--- src/rtl/jpeg_pkg.sv ---
// Shared types and constants for the JPEG coefficient generator: FSM encoding, run/length
// special codes and the magnitude EXTEND helper.
package jpeg_pkg;

  typedef enum logic [3:0] {
    StDcHuff,
    StDcBits,
    StDcEmit,
    StAcHuff,
    StAcBits,
    StZeroRun,
    StAcEmit,
    StEobFill,
    StErr
  } state_e;

  localparam int unsigned CODE_W     = 16;
  localparam logic [5:0]  BLOCK_LAST = 6'd63;
  localparam logic [3:0]  EOB_RUN    = 4'd0;
  localparam logic [3:0]  ZRL_RUN    = 4'd15;
  localparam logic [4:0]  ZRL_ZEROS  = 5'd16;

  // Codes with a leading 0 encode negative values offset by (2^size - 1).
  function automatic logic signed [31:0] extend_mag(input logic [3:0]        size,
                                                    input logic [CODE_W-1:0] code);
    logic [31:0] w_code;
    w_code = 32'(code);
    if (size == 4'd0) begin
      return '0;
    end
    if (code[size - 4'd1]) begin
      return signed'(w_code);
    end
    return signed'(w_code - ((32'd1 << size) - 32'd1));
  endfunction

endpackage

--- src/rtl/jpeg_magnitude_extend.sv ---
// Combinational magnitude decoder: turns a size/code pair into a signed COEF_W value.
module jpeg_magnitude_extend
  import jpeg_pkg::*;
#(
  parameter int unsigned COEF_W = 12
) (
  input  logic [3:0]        i_size,
  input  logic [CODE_W-1:0] i_code,
  output logic [COEF_W-1:0] o_value
);

  assign o_value = COEF_W'(extend_mag(i_size, i_code));

endmodule

--- src/rtl/jpeg_coefficient_generator.sv ---
// Decodes one 8x8 block of entropy-coded bits into 64 zig-zag coefficients, with per-component
// DC prediction, zero runs, ZRL and EOB fill; Huffman symbols come from an external decoder.
module jpeg_coefficient_generator
  import jpeg_pkg::*;
#(
  parameter int unsigned COEF_W   = 12,
  parameter int unsigned MAX_SIZE = 11,
  parameter int unsigned NUM_COMP = 3,
  parameter int unsigned COMP_W   = (NUM_COMP > 1) ? $clog2(NUM_COMP) : 1
) (
  input  logic              clk,
  input  logic              rst,
  input  logic              restart,
  input  logic [COMP_W-1:0] comp_sel,
  input  logic              bit_input,
  input  logic              is_new_bit,
  output logic              bit_ready,
  output logic              ac_dc_huffman,
  output logic              bit_huffman,
  output logic              is_new_bit_huffman,
  input  logic [3:0]        r_value_huffman,
  input  logic [3:0]        s_value_huffman,
  input  logic              done_huffman,
  output logic [COEF_W-1:0] coefficient,
  output logic [5:0]        coef_index,
  output logic              is_new_coefficient,
  output logic              block_done,
  output logic              error
);

  state_e            r_state, w_state_next;
  logic [5:0]        r_index, w_index_next;
  logic [4:0]        r_run, w_run_next;
  logic [3:0]        r_size, w_size_next;
  logic [3:0]        r_cnt, w_cnt_next;
  logic [CODE_W-1:0] r_code, w_code_next, w_shift;
  logic [COMP_W-1:0] r_comp, w_comp_next;
  logic              r_started, w_started_next;
  logic              r_wait;
  logic [COEF_W-1:0] r_value, w_value_next, w_ext;
  logic [COEF_W-1:0] r_pred [NUM_COMP];
  logic [COEF_W-1:0] w_pred_next [NUM_COMP];
  logic              w_in_huff, w_in_bits, w_accept, w_last_bit;

  assign w_shift = (r_code << 1) | CODE_W'(bit_input);

  jpeg_magnitude_extend #(
    .COEF_W (COEF_W)
  ) u_extend (
    .i_size  (r_size),
    .i_code  (w_shift),
    .o_value (w_ext)
  );

  // Bit handshake; the Huffman decoder needs one idle cycle after each forwarded bit.
  always_comb begin
    w_in_huff          = (r_state == StDcHuff) || (r_state == StAcHuff);
    w_in_bits          = (r_state == StDcBits) || (r_state == StAcBits);
    bit_ready          = ((w_in_huff && !r_wait) || w_in_bits) && !restart;
    w_accept           = is_new_bit && bit_ready;
    ac_dc_huffman      = (r_state == StAcHuff);
    bit_huffman        = w_in_huff ? bit_input : 1'b0;
    is_new_bit_huffman = w_accept && w_in_huff;
    w_last_bit         = w_accept && w_in_bits && (r_cnt == r_size - 4'd1);
  end

  always_comb begin
    w_state_next   = r_state;
    w_index_next   = r_index;
    w_run_next     = r_run;
    w_size_next    = r_size;
    w_cnt_next     = r_cnt;
    w_code_next    = r_code;
    w_comp_next    = r_comp;
    w_started_next = r_started;
    w_value_next   = r_value;
    w_pred_next    = r_pred;

    unique case (r_state)
      StDcHuff: begin
        if (w_accept && !r_started) begin
          w_comp_next    = comp_sel;
          w_started_next = 1'b1;
          if (32'(comp_sel) >= NUM_COMP) begin
            w_state_next = StErr;
          end
        end
        if (done_huffman) begin
          w_size_next = r_value_huffman;
          w_cnt_next  = '0;
          w_code_next = '0;
          if (r_value_huffman == 4'd0) begin
            w_state_next = StDcEmit;
          end else if (32'(r_value_huffman) > MAX_SIZE) begin
            w_state_next = StErr;
          end else begin
            w_state_next = StDcBits;
          end
        end
      end
      StDcBits, StAcBits: begin
        if (w_accept) begin
          w_code_next = w_shift;
          w_cnt_next  = r_cnt + 4'd1;
        end
        if (w_last_bit) begin
          if (r_state == StDcBits) begin
            w_pred_next[r_comp] = r_pred[r_comp] + w_ext;
            w_state_next        = StDcEmit;
          end else begin
            w_value_next = w_ext;
            w_state_next = StAcEmit;
          end
        end
      end
      StDcEmit: begin
        w_index_next   = 6'd1;
        w_started_next = 1'b0;
        w_state_next   = StAcHuff;
      end
      StAcHuff: begin
        if (done_huffman) begin
          w_cnt_next  = '0;
          w_code_next = '0;
          if (r_value_huffman == 4'd0) begin
            if (s_value_huffman == EOB_RUN) begin
              w_state_next = StEobFill;
            end else if (s_value_huffman == ZRL_RUN &&
                         (7'(r_index) + 7'd15 <= 7'(BLOCK_LAST))) begin
              w_run_next   = ZRL_ZEROS;
              w_size_next  = '0;
              w_state_next = StZeroRun;
            end else begin
              w_state_next = StErr;
            end
          end else if (32'(r_value_huffman) > MAX_SIZE ||
                       (7'(r_index) + 7'(s_value_huffman) > 7'(BLOCK_LAST))) begin
            w_state_next = StErr;
          end else begin
            w_size_next  = r_value_huffman;
            w_run_next   = 5'(s_value_huffman);
            w_state_next = (s_value_huffman != 4'd0) ? StZeroRun : StAcBits;
          end
        end
      end
      StZeroRun: begin
        w_index_next = r_index + 6'd1;
        w_run_next   = r_run - 5'd1;
        if (r_run == 5'd1) begin
          if (r_size != 4'd0) begin
            w_state_next = StAcBits;
          end else begin
            w_state_next = (r_index == BLOCK_LAST) ? StDcHuff : StAcHuff;
          end
        end
      end
      StAcEmit: begin
        w_index_next = r_index + 6'd1;
        w_state_next = (r_index == BLOCK_LAST) ? StDcHuff : StAcHuff;
      end
      StEobFill: begin
        w_index_next = r_index + 6'd1;
        if (r_index == BLOCK_LAST) begin
          w_state_next = StDcHuff;
        end
      end
      StErr: begin
        w_state_next = StErr;
      end
      default: begin
        w_state_next = StErr;
      end
    endcase

    if (restart) begin
      w_state_next   = StDcHuff;
      w_index_next   = '0;
      w_run_next     = '0;
      w_cnt_next     = '0;
      w_started_next = 1'b0;
      for (int i = 0; i < int'(NUM_COMP); i++) begin
        w_pred_next[i] = '0;
      end
    end
  end

  always_ff @(posedge clk or posedge rst) begin
    if (rst) begin
      r_state <= StDcHuff;
    end else begin
      r_state <= w_state_next;
    end
  end

  always_ff @(posedge clk or posedge rst) begin
    if (rst) begin
      r_index   <= '0;
      r_run     <= '0;
      r_size    <= '0;
      r_cnt     <= '0;
      r_code    <= '0;
      r_comp    <= '0;
      r_started <= 1'b0;
      r_wait    <= 1'b0;
      r_value   <= '0;
      for (int i = 0; i < int'(NUM_COMP); i++) begin
        r_pred[i] <= '0;
      end
    end else begin
      r_index   <= w_index_next;
      r_run     <= w_run_next;
      r_size    <= w_size_next;
      r_cnt     <= w_cnt_next;
      r_code    <= w_code_next;
      r_comp    <= w_comp_next;
      r_started <= w_started_next;
      r_wait    <= is_new_bit_huffman;
      r_value   <= w_value_next;
      r_pred    <= w_pred_next;
    end
  end

  // Emission is a function of state; a restart cycle never reports a coefficient.
  always_comb begin
    coefficient        = '0;
    coef_index         = '0;
    is_new_coefficient = 1'b0;
    unique case (r_state)
      StDcEmit: begin
        coefficient        = r_pred[r_comp];
        is_new_coefficient = !restart;
      end
      StZeroRun, StEobFill: begin
        coef_index         = r_index;
        is_new_coefficient = !restart;
      end
      StAcEmit: begin
        coefficient        = r_value;
        coef_index         = r_index;
        is_new_coefficient = !restart;
      end
      default: ;
    endcase
    block_done = is_new_coefficient && (coef_index == BLOCK_LAST) && (r_state != StDcEmit);
    error      = (r_state == StErr);
  end

endmodule

--- config.mk ---
export PLATFORM = sky130hd
export DESIGN_NAME = jpeg_coefficient_generator
export DESIGN_NICKNAME = d
export VERILOG_FILES = /design/src/rtl/jpeg_pkg.sv /design/src/rtl/jpeg_magnitude_extend.sv /design/src/rtl/jpeg_coefficient_generator.sv
export SDC_FILE = /design/constraint.sdc
export NUM_CORES = 1
export LEC_CHECK = 0
export BUFFER_PORTS_ARGS = -buffer_cell sky130_fd_sc_hd__buf_2
export CORE_MARGIN = 5
export CORE_UTILIZATION = 55
export DETAILED_ROUTE_END_ITERATION = 8
export GPL_ROUTABILITY_DRIVEN = 0
export HOLD_SLACK_MARGIN = 0.08
export PLACE_DENSITY_LB_ADDON = 0.15
export SLEW_MARGIN = 30
export SYNTH_ARGS = -nofsm -noshare
export SYNTH_HDL_FRONTEND = slang
export SYNTH_SLANG_ARGS = --single-unit
export TNS_END_PERCENT = 5
--- constraint.sdc ---
create_clock -name clk -period 6.3 [get_ports clk]
set_input_delay 0.315 -clock clk [delete_from_list [all_inputs] [get_ports clk]]
set_output_delay 0.315 -clock clk [all_outputs]
set_load 0.01 [all_outputs]
Word-level counts from Yosys, hierarchy flattened
Index checks and enable logic that the tools add are counted.
- logic and storage cells: 180
- input bits: 16
- register bits after elaboration: 90
- reductions and logical operators: 46
- muxes and demuxes: 68
- shifts and indexed selects: 1
- $lt $le $gt $ge: 7
- eq/ne operators: 33
- add/sub/neg operators: 9
- bitwise gates (word level): 3
- operators with widths (kind ; count):
    $mux 36 ; 4
    $mux 4 ; 23
    $mux 12 ; 7
    $bwmux 36 ; 1
    $mux 15 ; 2
    $mux 5 ; 6
    $pmux 15 s2 ; 1
    $pmux 4 s7 ; 1
    $bmux 12 s2 ; 1
    $demux 12 s2 ; 1
    $pmux 12 s2 ; 1
    $ne 3x3->1 const B ; 6
    $eq 4x3->1 const B ; 4
    $logic_not 4->1 ; 4
    $or 16x1->16 ; 1
    $pmux 4 s2 ; 2
    $add 12x12->12 ; 1
    $eq 6x6->1 const B ; 2
    $mux 6 ; 2
    $ne 4x3->1 const B ; 3
    $pmux 6 s2 ; 1
    $reduce_and 3->1 ; 4
    $reduce_and 6->1 ; 2
    $reduce_bool 3->1 ; 4
    45 further kinds ; 83

Longest topological paths before layout
Gate-level depths: netlist of the first run.
- depth in word-level cells: 13
- depth in mapped cells: 24
- depth with buffers taken out: 23

Modules after synthesis
Synthesis of the first run repeated with hierarchy kept, for this count alone.
- cells, all modules: 710
- area, all modules: 6433.7 µm²
- modules (own cells, without submodules) (module ; seq. area each (µm²) ; instances ; area an instance (µm²) ; cells each):
    jpeg_coefficient_generator ; 2252.2 ; 1 ; 5321.4 ; 570
    jpeg_magnitude_extend ; 0.0 ; 1 ; 1112.3 ; 140

Worst setup path before layout of the first run
OpenSTA, ideal clock, no wires.
- path type: reg2reg
- start: reg r_size[0]
- end: reg r_pred[11] in the netlist's numbering
- stages on the path, launching flop included: 24
- arrival time: 4371 ps
- period minus slack after synthesis: 4467 ps
- setup time: 95 ps
- setup slack: 1833 ps
- path through: dfrtp_1 > buf_2 > inv_1 > ha_1 > and2_0 > inv_1 > ha_1 > ha_1 > inv_1 > fa_1 > nand2b_1 > a21oi_1 > nor3_1 > xnor2_1 > mux2i_1 > nor2_1 > ha_1 > or3_1 > o41a_1 > a31oi_1 > o21ai_0 > xor2_1 > and3_1 > o31ai_1
- longest elaborated chain between the ends: 13
- elaborated cells between the ends (all ways): 23
- those cells by class: 4 x add/sub; 1 x eq/ne; 1 x shift; 13 x mux; 4 x reduce/logical
- ends and longest elaborated chain (what ; RTL line ; text):
    start, declared ; jpeg_coefficient_generator.sv:34 ; logic [3:0] r_size, w_size_next;
    start signal, assigned ; jpeg_coefficient_generator.sv:212 ; r_size <= w_size_next;
    branches (longest 6 deep; another with $sub 12x1->12) ; - ;
    $mux 12 (*) ; jpeg_pkg.sv:31 ; if (code[size - 4'd1]) begin
    via u_extend.o_value[7] ; jpeg_magnitude_extend.sv:9 ; output logic [COEF_W-1:0] o_value
    $add 12x12->12 (*) ; jpeg_coefficient_generator.sv:108 ; w_pred_next[r_comp] = r_pred[r_comp] + w_ext;
    $bwmux 36 (*) ; jpeg_coefficient_generator.sv:108 ;
    $mux 36 (*) ; jpeg_coefficient_generator.sv:107 ; if (r_state == StDcBits) begin
    $mux 36 (*) ; jpeg_coefficient_generator.sv:106 ; if (w_last_bit) begin
    $mux 36 (*) ; jpeg_coefficient_generator.sv:79 ; unique case (r_state)
    $mux 36 (*) ; jpeg_coefficient_generator.sv:175 ; if (restart) begin
    end signal, assigned ; jpeg_coefficient_generator.sv:219 ; r_pred <= w_pred_next;
    end, declared ; jpeg_coefficient_generator.sv:41 ; logic [COEF_W-1:0] r_pred [NUM_COMP];
Mark *: on every way through the listed nets, which the timed path passes. The select of a mux whose other input is x is not followed.
A chain may end at the register's enable or synchronous reset.

Worst setup path after layout of the first run
Ends and elaborated chain as after synthesis.

==> out/qor.yml, run 1 <==
run_status:
  outcome: "finished, final reports clean"
run:
  cap_viol_max_count: 0
timing:
  period_share_pct: 84.4
  worst_slack_ns: 0.980
  tightest_slew_ns: 0.861
  max_freq_mhz: 188
  relSlewSlack_pct: 42.5
  period_needed_ns: 5.32
  skew_ns: 0.00811
  finalSetupViolCount: 0
  timing.setup.tns_ns: 0
  drv_slew: 0
  rsz0062_at_grt: "false"
  hold_viol: 0
  fin_hold_ws_ns: 0.222
setup_path:
  critical_path.top_delay_family: "compound AO/OA/AOI/OAI gates"
  worstPathMaxFanout: 14
  crit_path_max_incr_delay_ns: 0.57
  arrival_ns: 5.58
  crit_chain: "inv_1, ha_1, and2_0, inv_1, ha_1, ha_1, a21o_1, a21oi_1, o21bai_1, a21oi_1, xnor2_1, mux2i_1, nor2_1, ha_1, or3_1, o41a_1, a31oi_1, o21ai_0, xor2_1, and3_1, o31ai_1"
  critPathRequiredTime_ns: 6.56
  r2r_setup_slack_ns: 0.98
  critPathMostFrequentCell: "ha_1"
  crit_buf_inv: 2
  crit_type: "reg -> reg"
  crit_path_end_kind: "flop"
  startpoint_type: "flop"
  cp_slowest_cell: "and2_0"
logic_synthesis:
  synth-edff-count: 0
  yosys_warnings: 0
  ys_seq_area_share_pct: 35.7
  ys_ff_latch: 90
  synth_cell_types: 61
  syn-num-nets: 764
  async_flop_share_pct: 100
  synth.cell_area_sq_mm: 0.00631
  synth_area_leaders: "dfrtp_1, ha_1, o21ai_0"
  synthFlopType: "dfrtp_1"
  synth_area_per_cell_sq_um: 9.03
  synth_common_cells: "dfrtp_1, nand2_1, o21ai_0"
  synth_cells: 699
  yosysTopAreaCell: "dfrtp_1"
  synth.most_common_cell: "dfrtp_1"
  yosys.area.top_type_share_pct: 35.7
clock_tree:
  clk_path_buf_depth: 2
  ctsResizeCount: 0
  cts-buffers-inserted: 9
  htree_levels: 3
  cts_root_buf: "clkbuf_16"
  clock_latency_ns: 0.35
  tritoncts: "yes"
  cts_sinks: 90
  path_clk_slew_ns: 0.07
power:
  clkPwrFrac_pct: 31.9
  power.leakage_nw: 3.19
  irDropWorstVdd_mv: 0.182
  p_sw_share_pct: 35.6
  totalPowerFinal_mw: 1.88
  p_per_area_mw_per_mm2: 271
  seqPwrFrac_pct: 35.1
  p_int_mw: 1.21
  p_switching_uw: 668
  combPwrFrac_pct: 33.0
finish:
  multi_input_area_sq_mm: 0.00384
  layout.nets: 785
  n_fill_cell: 1008
  fin_cells: 868
  layout-drive-gt1-share_pct: 12.0
  antennaDiodeCount: 0
  seqCellArea_sq_mm: 0.00225
  syn2layout_area_growth_pct: 9.83
global_routing:
  grt_pass1_wl_um: 25600
  track_usage_pct: 23.8
  antenna_found_initial: 0
  grt_pass1_vias: 5124
  overflow: 0
  grt_max_degree: 58
route:
  detail-route-antenna-nets: 0
  dr.pass1.iters: 5
  wl_per_cell_um: 17.8
  num_vias: 5270
  drt-initial-drc-count: 404
  drt_drc_violations_left: 0
  wl_um: 15500
  via_per_inst: 6.07
worst_hold_path:
  min_path_type: "in -> reg"
floorplanning:
  die-area_sq_mm: 0.0137
  die_y_um: 117
  pin_count: 41
  die_w_um: 117
  core-area_sq_mm: 0.0113
  std_cell_rows: 39
  start_util_pct: 55.8
placement:
  portBuffers: 40
  dp_worst_setup_slack_ns: 1.00
  place_inst: 851
  dp_hpwl_um: 11300
[state kept, by name, summed over array words and instances, names as in the netlist]
signal / count
r_size: 4
r_index: 6
r_pred: 36
r_state: 4
r_value: 12
r_cnt: 4
r_started: 1
r_wait: 1
r_comp: 2
r_code: 15
r_run: 5
[repair_timing]
action | CTS | global route
hold buffers | 1 | 0
setup buffers | 0 | 0
hold endpoints to repair | 6 | 0
[per-stage QoR]
step,cell area [sq um],utilization (%)
5_1_grt,6930,61.2
3_5_place_dp,6590,58.2
4_1_cts,6930,61.2
3_3_place_gp,6590,58.2
2_1_floorplan,6310,-
6_report,6930,61.2
[cell type report]
cell class	count	share of cell area, %
clock inverter	4	1.06
sequential	90	32.5
clock buffer	12	3.70
multi-input combinational	551	55.4
timing repair buffer	46	3.57
inverter	22	1.21
tap	143	2.58
[final timing paths]
| path | startpoint | to | cells past startpoint |
|---|---|---|---|
| min reg2reg | r_value[0]$_DFFE_PP0P_ | r_value[0]$_DFFE_PP0P_ | 2 |
| max reg2reg | r_size[0]$_DFFE_PP0P_ | r_pred[11]$_DFFE_PP0P_ | 21 |
| min in group asynchronous | rst | r_pred[5]$_DFFE_PP0P_ | 3 |
| max in group asynchronous | rst | r_pred[32]$_DFFE_PP0P_ | 4 |
| max | r_size[0]$_DFFE_PP0P_ | r_pred[11]$_DFFE_PP0P_ | 21 |
| min | comp_sel[0] | r_comp[0]$_DFFE_PP0P_ | 2 |
[layer usage]
| metal | track usage [%] | vias to the layer above | share of wire [%] | wire (um) |
|---|---|---|---|---|
| li1 | - | 2555 | - | - |
| met1 | 33.5 | 2554 | 46 | 7170 |
| met2 | 37.3 | 140 | 47 | 7280 |
| met3 | 4.06 | 21 | 4.9 | 755 |
| met4 | 8.56 | 0 | 1.7 | 265 |
| met5 | 0 | - | 0 | 0 |
[layout by cell type (no fill, tap or decap), types with 4 or more instances in the layout]
| master | count |
|---|---|
| or2_2 | 6 |
| xor2_1 | 17 |
| and2_1 | 8 |
| mux2_2 | 8 |
| nand2b_1 | 9 |
| nand2_1 | 78 |
| or3_1 | 8 |
| nor2b_1 | 12 |
| a211oi_1 | 4 |
| a22o_1 | 30 |
| nand3b_1 | 30 |
| mux4_2 | 5 |
| nand3_1 | 9 |
| o31ai_1 | 4 |
| nor2_1 | 52 |
| nor4b_1 | 5 |
| nor3_1 | 15 |
| a21o_1 | 6 |
| buf_4 | 5 |
| o21ai_0 | 61 |
| dfrtp_1 | 90 |
| o22ai_1 | 4 |
| o21a_1 | 5 |
| nor4_1 | 7 |
| buf_2 | 40 |
| xnor2_1 | 13 |
| inv_1 | 21 |
| a21oi_1 | 41 |
| mux2i_1 | 23 |
| clkbuf_16 | 9 |
| a31oi_1 | 5 |
| ha_1 | 46 |
[logic make-up (layout without fill, tap and decap cells)]
family,count (synthesis),count (layout),share of synthesized area [%]
buf+inv,58,84,3.69
compound gates,177,177,18.0
fa+ha+maj,49,49,10.1
simple gates,258,258,21.3
mux,37,37,7.10
xor+xnor,30,30,4.16
flops,90,90,35.7
[power by group through the flow]
stage	Clock (mW)	Sequential, mW	Combinational (mW)
after floorplan	0	0.625	0.507
after global placement	0	0.668	0.598
after detailed placement	0	0.671	0.612
after CTS	0.612	0.659	0.618
after global routing	0.636	0.666	0.686
final	0.599	0.660	0.620
Note: power is estimated with default switching activity, not from simulation.
==> inputs of run 2 (changes only) <==
==> constraint.sdc (replaced) <==
create_clock -name clk -period 4.9 [get_ports clk]
set_input_delay 0.245 -clock clk [delete_from_list [all_inputs] [get_ports clk]]
set_output_delay 0.245 -clock clk [all_outputs]
set_load 0.01 [all_outputs]
==> out/qor.yml, run 2 (synthesis gave the netlist of run 1 again) <==
timing:
  period_share_pct: 93.9  # +9.4 points
  tightest_slew_ns: 0.915  # +0.0535 ns
  relSlewSlack_pct: 38.9  # -3.6 points
  skew_ns: 0.00860  # +0.000492 ns
  hold_viol: 0  # unchanged
  finalSetupViolCount: 0  # unchanged
  period_needed_ns: 4.60  # -0.719 ns
  max_freq_mhz: 217  # +16%
  timing.setup.tns_ns: 0  # unchanged
  drv_slew: 0  # unchanged
  rsz0062_at_grt: "false"
route:
  detail-route-antenna-nets: 0  # unchanged
  num_vias: 5317  # +0.89%
  drt-initial-drc-count: 493  # +22%
  drt_drc_violations_left: 0  # unchanged
  wl_per_cell_um: 17.8  # +0.15%
  via_per_inst: 6.08  # about the same
  wl_um: 15600  # +0.96%
  dr.pass1.iters: 6  # +1
clock_tree:
  cts_sinks: 90  # unchanged
  cts_root_buf: "clkbuf_16"
  htree_levels: 3  # unchanged
  cts-buffers-inserted: 9  # unchanged
  clk_path_buf_depth: 2  # unchanged
  path_clk_slew_ns: 0.07  # about the same
  clock_latency_ns: 0.35  # about the same
  tritoncts: "yes"
run:
  cap_viol_max_count: 0  # unchanged
setup_path:
  startpoint_type: "flop"
  r2r_setup_slack_ns: 0.30  # -0.68 ns
  worstPathMaxFanout: 5  # -9
  critPathRequiredTime_ns: 5.15  # -1.41 ns
  r2r_cells: 22  # +4.8%
  cp_slowest_cell: "dfrtp_2"
  crit_chain: "buf_4, ha_1, and2_1, ha_1, inv_1, ha_1, inv_1, fa_1, nand2b_1, a21oi_2, nor3_1, xnor2_1, mux2i_1, nor2_1, ha_1, or3_4, o41a_1, a31oi_2, o21ai_1, xor2_1, and3_1, o31ai_1"
  crit_start: "r_size[0]$_DFFE_PP0P_"
  arrival_ns: 4.85  # -0.73 ns
  crit_path_max_incr_delay_ns: 0.43  # -0.14 ns
  crit_path_end_kind: "flop"
  r2r-start: "r_size[0]$_DFFE_PP0P_"
  crit_type: "reg -> reg"
  critPathMostFrequentCell: "ha_1"
finish:
  final_cell_mix: "dfrtp_1, nand2_1, o21ai_0"
  syn2layout_area_growth_pct: 10.2
  layout.nets: 793  # +1.0%
  final_area_sq_mm: 0.00695  # +0.31%
  layout-drive-gt1-share_pct: 13.5  # +1.5 points
  finalCoreUtilization_pct: 61.4  # +0.19 points
  final_common_cell: "dfrtp_1"
  reg_top3: "r_pred x36, r_code x15, r_value x12"
  largest_reg_flops: 36  # unchanged
  regMostFlops: "r_pred"
  antennaDiodeCount: 0  # unchanged
floorplanning:
  die-area_sq_mm: 0.0137  # unchanged
  std_cell_rows: 39  # unchanged
  die_w_um: 117  # unchanged
  core-area_sq_mm: 0.0113  # unchanged
  die_y_um: 117  # unchanged
  start_util_pct: 55.8  # unchanged
  pin_count: 41  # unchanged
placement:
  postPlaceCellArea_sq_mm: 0.00663  # +0.53%
  portBuffers: 40  # unchanged
  dp_hpwl_um: 11400  # +1.2%
global_routing:
  top_usage_layer: "met2"
  grt_pass1_vias: 5166  # +0.82%
  use_met1_pct: 34.8  # +1.2 points
  grt_pass1_wl_um: 26100  # +2.1%
  grt_use_met2_pct: 37.4  # +0.15 points
  overflow: 0  # unchanged
  grt_max_degree: 64  # +10%
  antenna_found_initial: 0  # unchanged
  grt_use_met3_pct: 4.22  # +0.15 points
  track_usage_pct: 24.3  # +0.45 points
power:
  power.leakage_nw: 3.21  # +0.42%
  irDropWorstVdd_mv: 0.201  # +11%
  p_per_area_mw_per_mm2: 335  # +24%
worst_hold_path:
  holdPathStages: 3  # +1
  worstHoldStart: "r_value_huffman[1]"
  min_path_type: "in -> reg"
run_status:
  outcome: "finished, final reports clean"
## run 2: what timing repair did
item	in CTS	in global routing
endpoints found under the hold margin	62	0
endpoints found under the setup margin	0	7
setup buffers	0	3
hold buffers	1	0
resized for setup	0	7
## run 2: final timing paths
check / endpoint
max in group asynchronous: r_started$_DFFE_PP0P_
max reg2reg: r_pred[11]$_DFFE_PP0P_
min in group asynchronous: r_pred[8]$_DFFE_PP0P_
min: r_size[1]$_DFFE_PP0P_
max: r_pred[11]$_DFFE_PP0P_
min reg2reg: r_value[1]$_DFFE_PP0P_
## run 2: stage by stage
stage                     instances  setup WS (ns)  total power [mW]  hold WS [ns]
after floorplan                 699          0.433              1.46         0.362
after global placement          856          0.270              1.64         0.452
after detailed placement        856         0.0447              1.66         0.342
after CTS                       872         0.0102              2.32         0.149
after global routing            875         0.0147              2.49         0.161
final                           875          0.300              2.33         0.157
## run 2: power breakdown
group	switching (mW)	total, mW	internal, mW
Sequential	0.0511	0.823	0.772
Combinational	0.522	0.854	0.332
Clock	0.288	0.656	0.368
## run 2: cell type report
cell class	instances	area, sq um
inverters	22	87.6
clock buffers	13	260
repair buffers	54	308
fillers	991	4370
well taps	143	179
clock inverters	2	12.5
flip-flops and latches	90	2250
multi-input cells	551	3850
## run 2: layer usage
| layer | share of wire, % | vias to the layer above |
|---|---|---|
| li1 | - | 2569 |
| met1 | 46 | 2580 |
| met4 | 2.0 | 0 |
| met5 | 0 | - |
| met2 | 47 | 144 |
| met3 | 5.1 | 24 |
## run 2: critical path: cells and delay by family (launching register included)
| kind | cells | cell delay [ns] |
|---|---|---|
| AOI/OAI and AO/OA | 5 | 1.06 |
| xor gates and xnor gates | 2 | 0.29 |
| adders and majority gates | 5 | 1.22 |
| buffers and inverters | 3 | 0.26 |
| DFF | 1 | 0.43 |
| muxes | 1 | 0.13 |
| and+or+nand+nor | 6 | 1.11 |
==> inputs of run 3 (changes only) <==
--- a/config.mk
+++ b/config.mk
@@ -5,6 +5,7 @@
 export SDC_FILE = /design/constraint.sdc
 export NUM_CORES = 1
 export LEC_CHECK = 0
+export ABC_AREA = 1
 export BUFFER_PORTS_ARGS = -buffer_cell sky130_fd_sc_hd__buf_2
 export CORE_MARGIN = 5
 export CORE_UTILIZATION = 55
==> out/qor.yml, run 3 <==
finish:
  fin_cells: 1028  # +17%
  final_area_sq_mm: 0.00695  # about the same
  antennaDiodeCount: 0  # unchanged
  final_cell_mix: "nand2_1, inv_1, dfrtp_1"
  finalCoreUtilization_pct: 61.4  # about the same
  reg_top3: "r_pred x36, r_code x15, r_value x12"
  layout.nets: 945  # +19%
  final_common_cell: "nand2_1"
  regMostFlops: "r_pred"
  largest_reg_flops: 36  # unchanged
  syn2layout_area_growth_pct: 10.6
  layout-drive-gt1-share_pct: 10.2  # -3.4 points
route:
  wl_um: 16900  # +8.1%
  detail-route-antenna-nets: 0  # unchanged
  top_layer_used: "met4"
  drt-initial-drc-count: 478  # -3.0%
  met2_length_um: 7800  # +5.9%
  dr_wl_met3_um: 1190  # +48%
  drt-met1-wl_um: 7430  # +4.1%
  via_per_inst: 5.79  # -4.7%
  wl_per_cell_um: 16.4  # -8.0%
  drt_drc_violations_left: 0  # unchanged
  num_vias: 5953  # +12%
  dr.pass1.iters: 7  # +1
logic_synthesis:
  yosys_warnings: 0  # unchanged
  synthAdderAreaFrac_pct: 10.1  # +0.044 points
  yosysTopAreaCell: "dfrtp_1"
  ys_ff_latch: 90  # unchanged
  synth_cell_types: 41  # -33%
  synth_area_leaders: "dfrtp_1, nand2_1, ha_1"
  synth.most_common_cell: "nand2_1"
  yosys.area.top_type_share_pct: 35.8  # +0.16 points
  synth-edff-count: 0  # unchanged
  syn-num-nets: 907  # +19%
  async_flop_share_pct: 100  # unchanged
  synth_xor_area_share_pct: 2.93  # -1.2 points
  synth_top_family_by_area: "simple AND/OR/NAND/NOR gates"
  yosys.area_share.simple_pct: 23.7  # +2.5 points
  ys_seq_area_share_pct: 35.8  # +0.16 points
  synth_compound_area_share_pct: 17.0  # -1.0 points
  synth_mux_area_share_pct: 0  # -7.1 points
  synth_common_cells: "nand2_1, inv_1, dfrtp_1"
  synth_area_per_cell_sq_um: 7.46  # -17%
  synth.cell_area_sq_mm: 0.00628  # -0.44%
  synthFlopType: "dfrtp_1"
  synth_cells: 842  # +20%
timing:
  skew_ns: 0.00672  # -0.00188 ns
  timing.setup.tns_ns: 0  # unchanged
  hold_viol: 0  # unchanged
  period_needed_ns: 4.34  # -0.263 ns
  rsz0062_at_grt: "false"
  finalSetupViolCount: 0  # unchanged
  relSlewSlack_pct: 46.4  # +7.5 points
  drv_slew: 0  # unchanged
  period_share_pct: 88.5  # -5.4 points
  max_freq_mhz: 231  # +6.1%
  tightest_slew_ns: 0.804  # -0.111 ns
placement:
  dp_hpwl_um: 12600  # +11%
  place_inst: 1006  # +18%
  portBuffers: 40  # unchanged
  postPlaceCellArea_sq_mm: 0.00657  # -0.93%
setup_path:
  startpoint_type: "flop"
  crit_start: "r_size[0]$_DFFE_PP0P_"
  critPathRequiredTime_ns: 5.16  # about the same
  r2r-start: "r_size[0]$_DFFE_PP0P_"
  crit_path_end: "r_pred[10]$_DFFE_PP0P_"
  critPathMostFrequentCell: "inv_1"
  crit_path_end_kind: "flop"
  cp_slowest_cell: "dfrtp_1"
  r2r_cells: 25  # +14%
  worstPathMaxFanout: 9  # +4
  arrival_ns: 4.60  # -0.25 ns
  crit_type: "reg -> reg"
  r2r_setup_slack_ns: 0.56  # +0.26 ns
  crit_path_max_incr_delay_ns: 0.44  # about the same
  critical_path.top_delay_family: "adder cells"
  crit_buf_inv: 6  # +3
  timing.rr.end: "r_pred[10]$_DFFE_PP0P_"
  cp.depth: 25  # +14%
power:
  p_per_area_mw_per_mm2: 593  # +77%
  power.leakage_nw: 3.50  # +9.3%
  irDropWorstVdd_mv: 0.343  # +71%
  totalPowerFinal_mw: 4.12  # +77%
floorplanning:
  die_y_um: 117  # -0.20%
  die_w_um: 117  # -0.20%
  pin_count: 41  # unchanged
  start_util_pct: 55.5  # -0.24 points
  std_cell_rows: 39  # unchanged
  die-area_sq_mm: 0.0137  # -0.40%
  core-area_sq_mm: 0.0113  # unchanged
clock_tree:
  cts-buffers-inserted: 9  # unchanged
  cts_root_buf: "clkbuf_16"
  htree_levels: 3  # unchanged
  path_clk_slew_ns: 0.07  # about the same
  cts_sinks: 90  # unchanged
  tritoncts: "yes"
  clk_path_buf_depth: 2  # unchanged
  clock_latency_ns: 0.35  # about the same
global_routing:
  track_usage_pct: 26.0  # +1.8 points
  overflow: 0  # unchanged
  antenna_found_initial: 0  # unchanged
  grt_pass1_vias: 5736  # +11%
  grt_pass1_wl_um: 28100  # +7.4%
  grt_max_degree: 65  # +1.6%
worst_hold_path:
  worstHoldStart: "r_value_huffman[2]"
  min_path_type: "in -> reg"
run_status:
  outcome: "finished, final reports clean"
run:
  cap_viol_max_count: 0  # unchanged
-- run 3: cells by family (layout without fill, tap and decap cells) --
logic type	count (synthesis)	after routing
AOI/OAI and AO/OA	177	177
xor gates and xnor gates	21	21
adders and majority gates	49	49
buffers and inverters	162	205
DFF	90	90
and+or+nand+nor	343	343
-- run 3: metal layers --
layer | vias to the layer above | global-route usage (%)
met5 | - | 0
met4 | 0 | 12.2
met3 | 34 | 3.91
met2 | 238 | 41.2
met1 | 2792 | 35.3
li1 | 2889 | -
-- run 3: stage by stage --
stage / setup WS (ns) / hold slack (ns)
after floorplan: 0.975 / 0.404
after global placement: 0.617 / 0.276
after detailed placement: 0.413 / 0.294
after CTS: 0.376 / 0.167
after global routing: 0.0715 / 0.180
final: 0.563 / 0.172
-- run 3: worst min-delay path by stage --
stage	to	slack [ns]	depth (start not counted)
after CTS	r_size[2]$_DFFE_PP0P_	0.17	3
after floorplan	r_comp[0]$_DFFE_PP0P_	0.40	2
after global routing	r_size[2]$_DFFE_PP0P_	0.18	3
final	r_size[2]$_DFFE_PP0P_	0.17	3
after detailed placement	r_index[4]$_DFFE_PP0P_	0.29	2
after global placement	r_index[5]$_DFFE_PP0P_	0.28	2
-- run 3: final cells by class --
class                           count  area, sq um
Fill cell                        1016         4370
Multi-Input combinational cell    590         3390
Sequential cell                    90         2250
Inverter                          140          533
Timing Repair Buffer               49          270
Clock buffer                       10          229
Tap cell                          143          179
Clock inverter                      6         96.3
-- run 3: worst reg2reg max path, delay by kind of cell (launching register included) --
kind,cells,cell delay [ns]
compound gates,5,0.76
buf+inv,6,0.58
simple gates,8,0.85
xor+xnor,1,0.22
fa+ha+maj,5,1.40
flops,1,0.44
-- run 3: where the power goes --
group	switching (mW)	total (mW)	internal, mW
registers	0.0812	0.902	0.821
logic	1.67	2.45	0.782
clock network	0.314	0.768	0.454
-- run 3: timing repair --
| action | 4_1_cts | 5_1_grt |
|---|---|---|
| endpoints found under the hold margin | 26 | 0 |
| hold buffers | 1 | 0 |
| setup endpoints to repair | 0 | 3 |
| setup buffers | 0 | 5 |
| gates resized for setup | 0 | 4 |
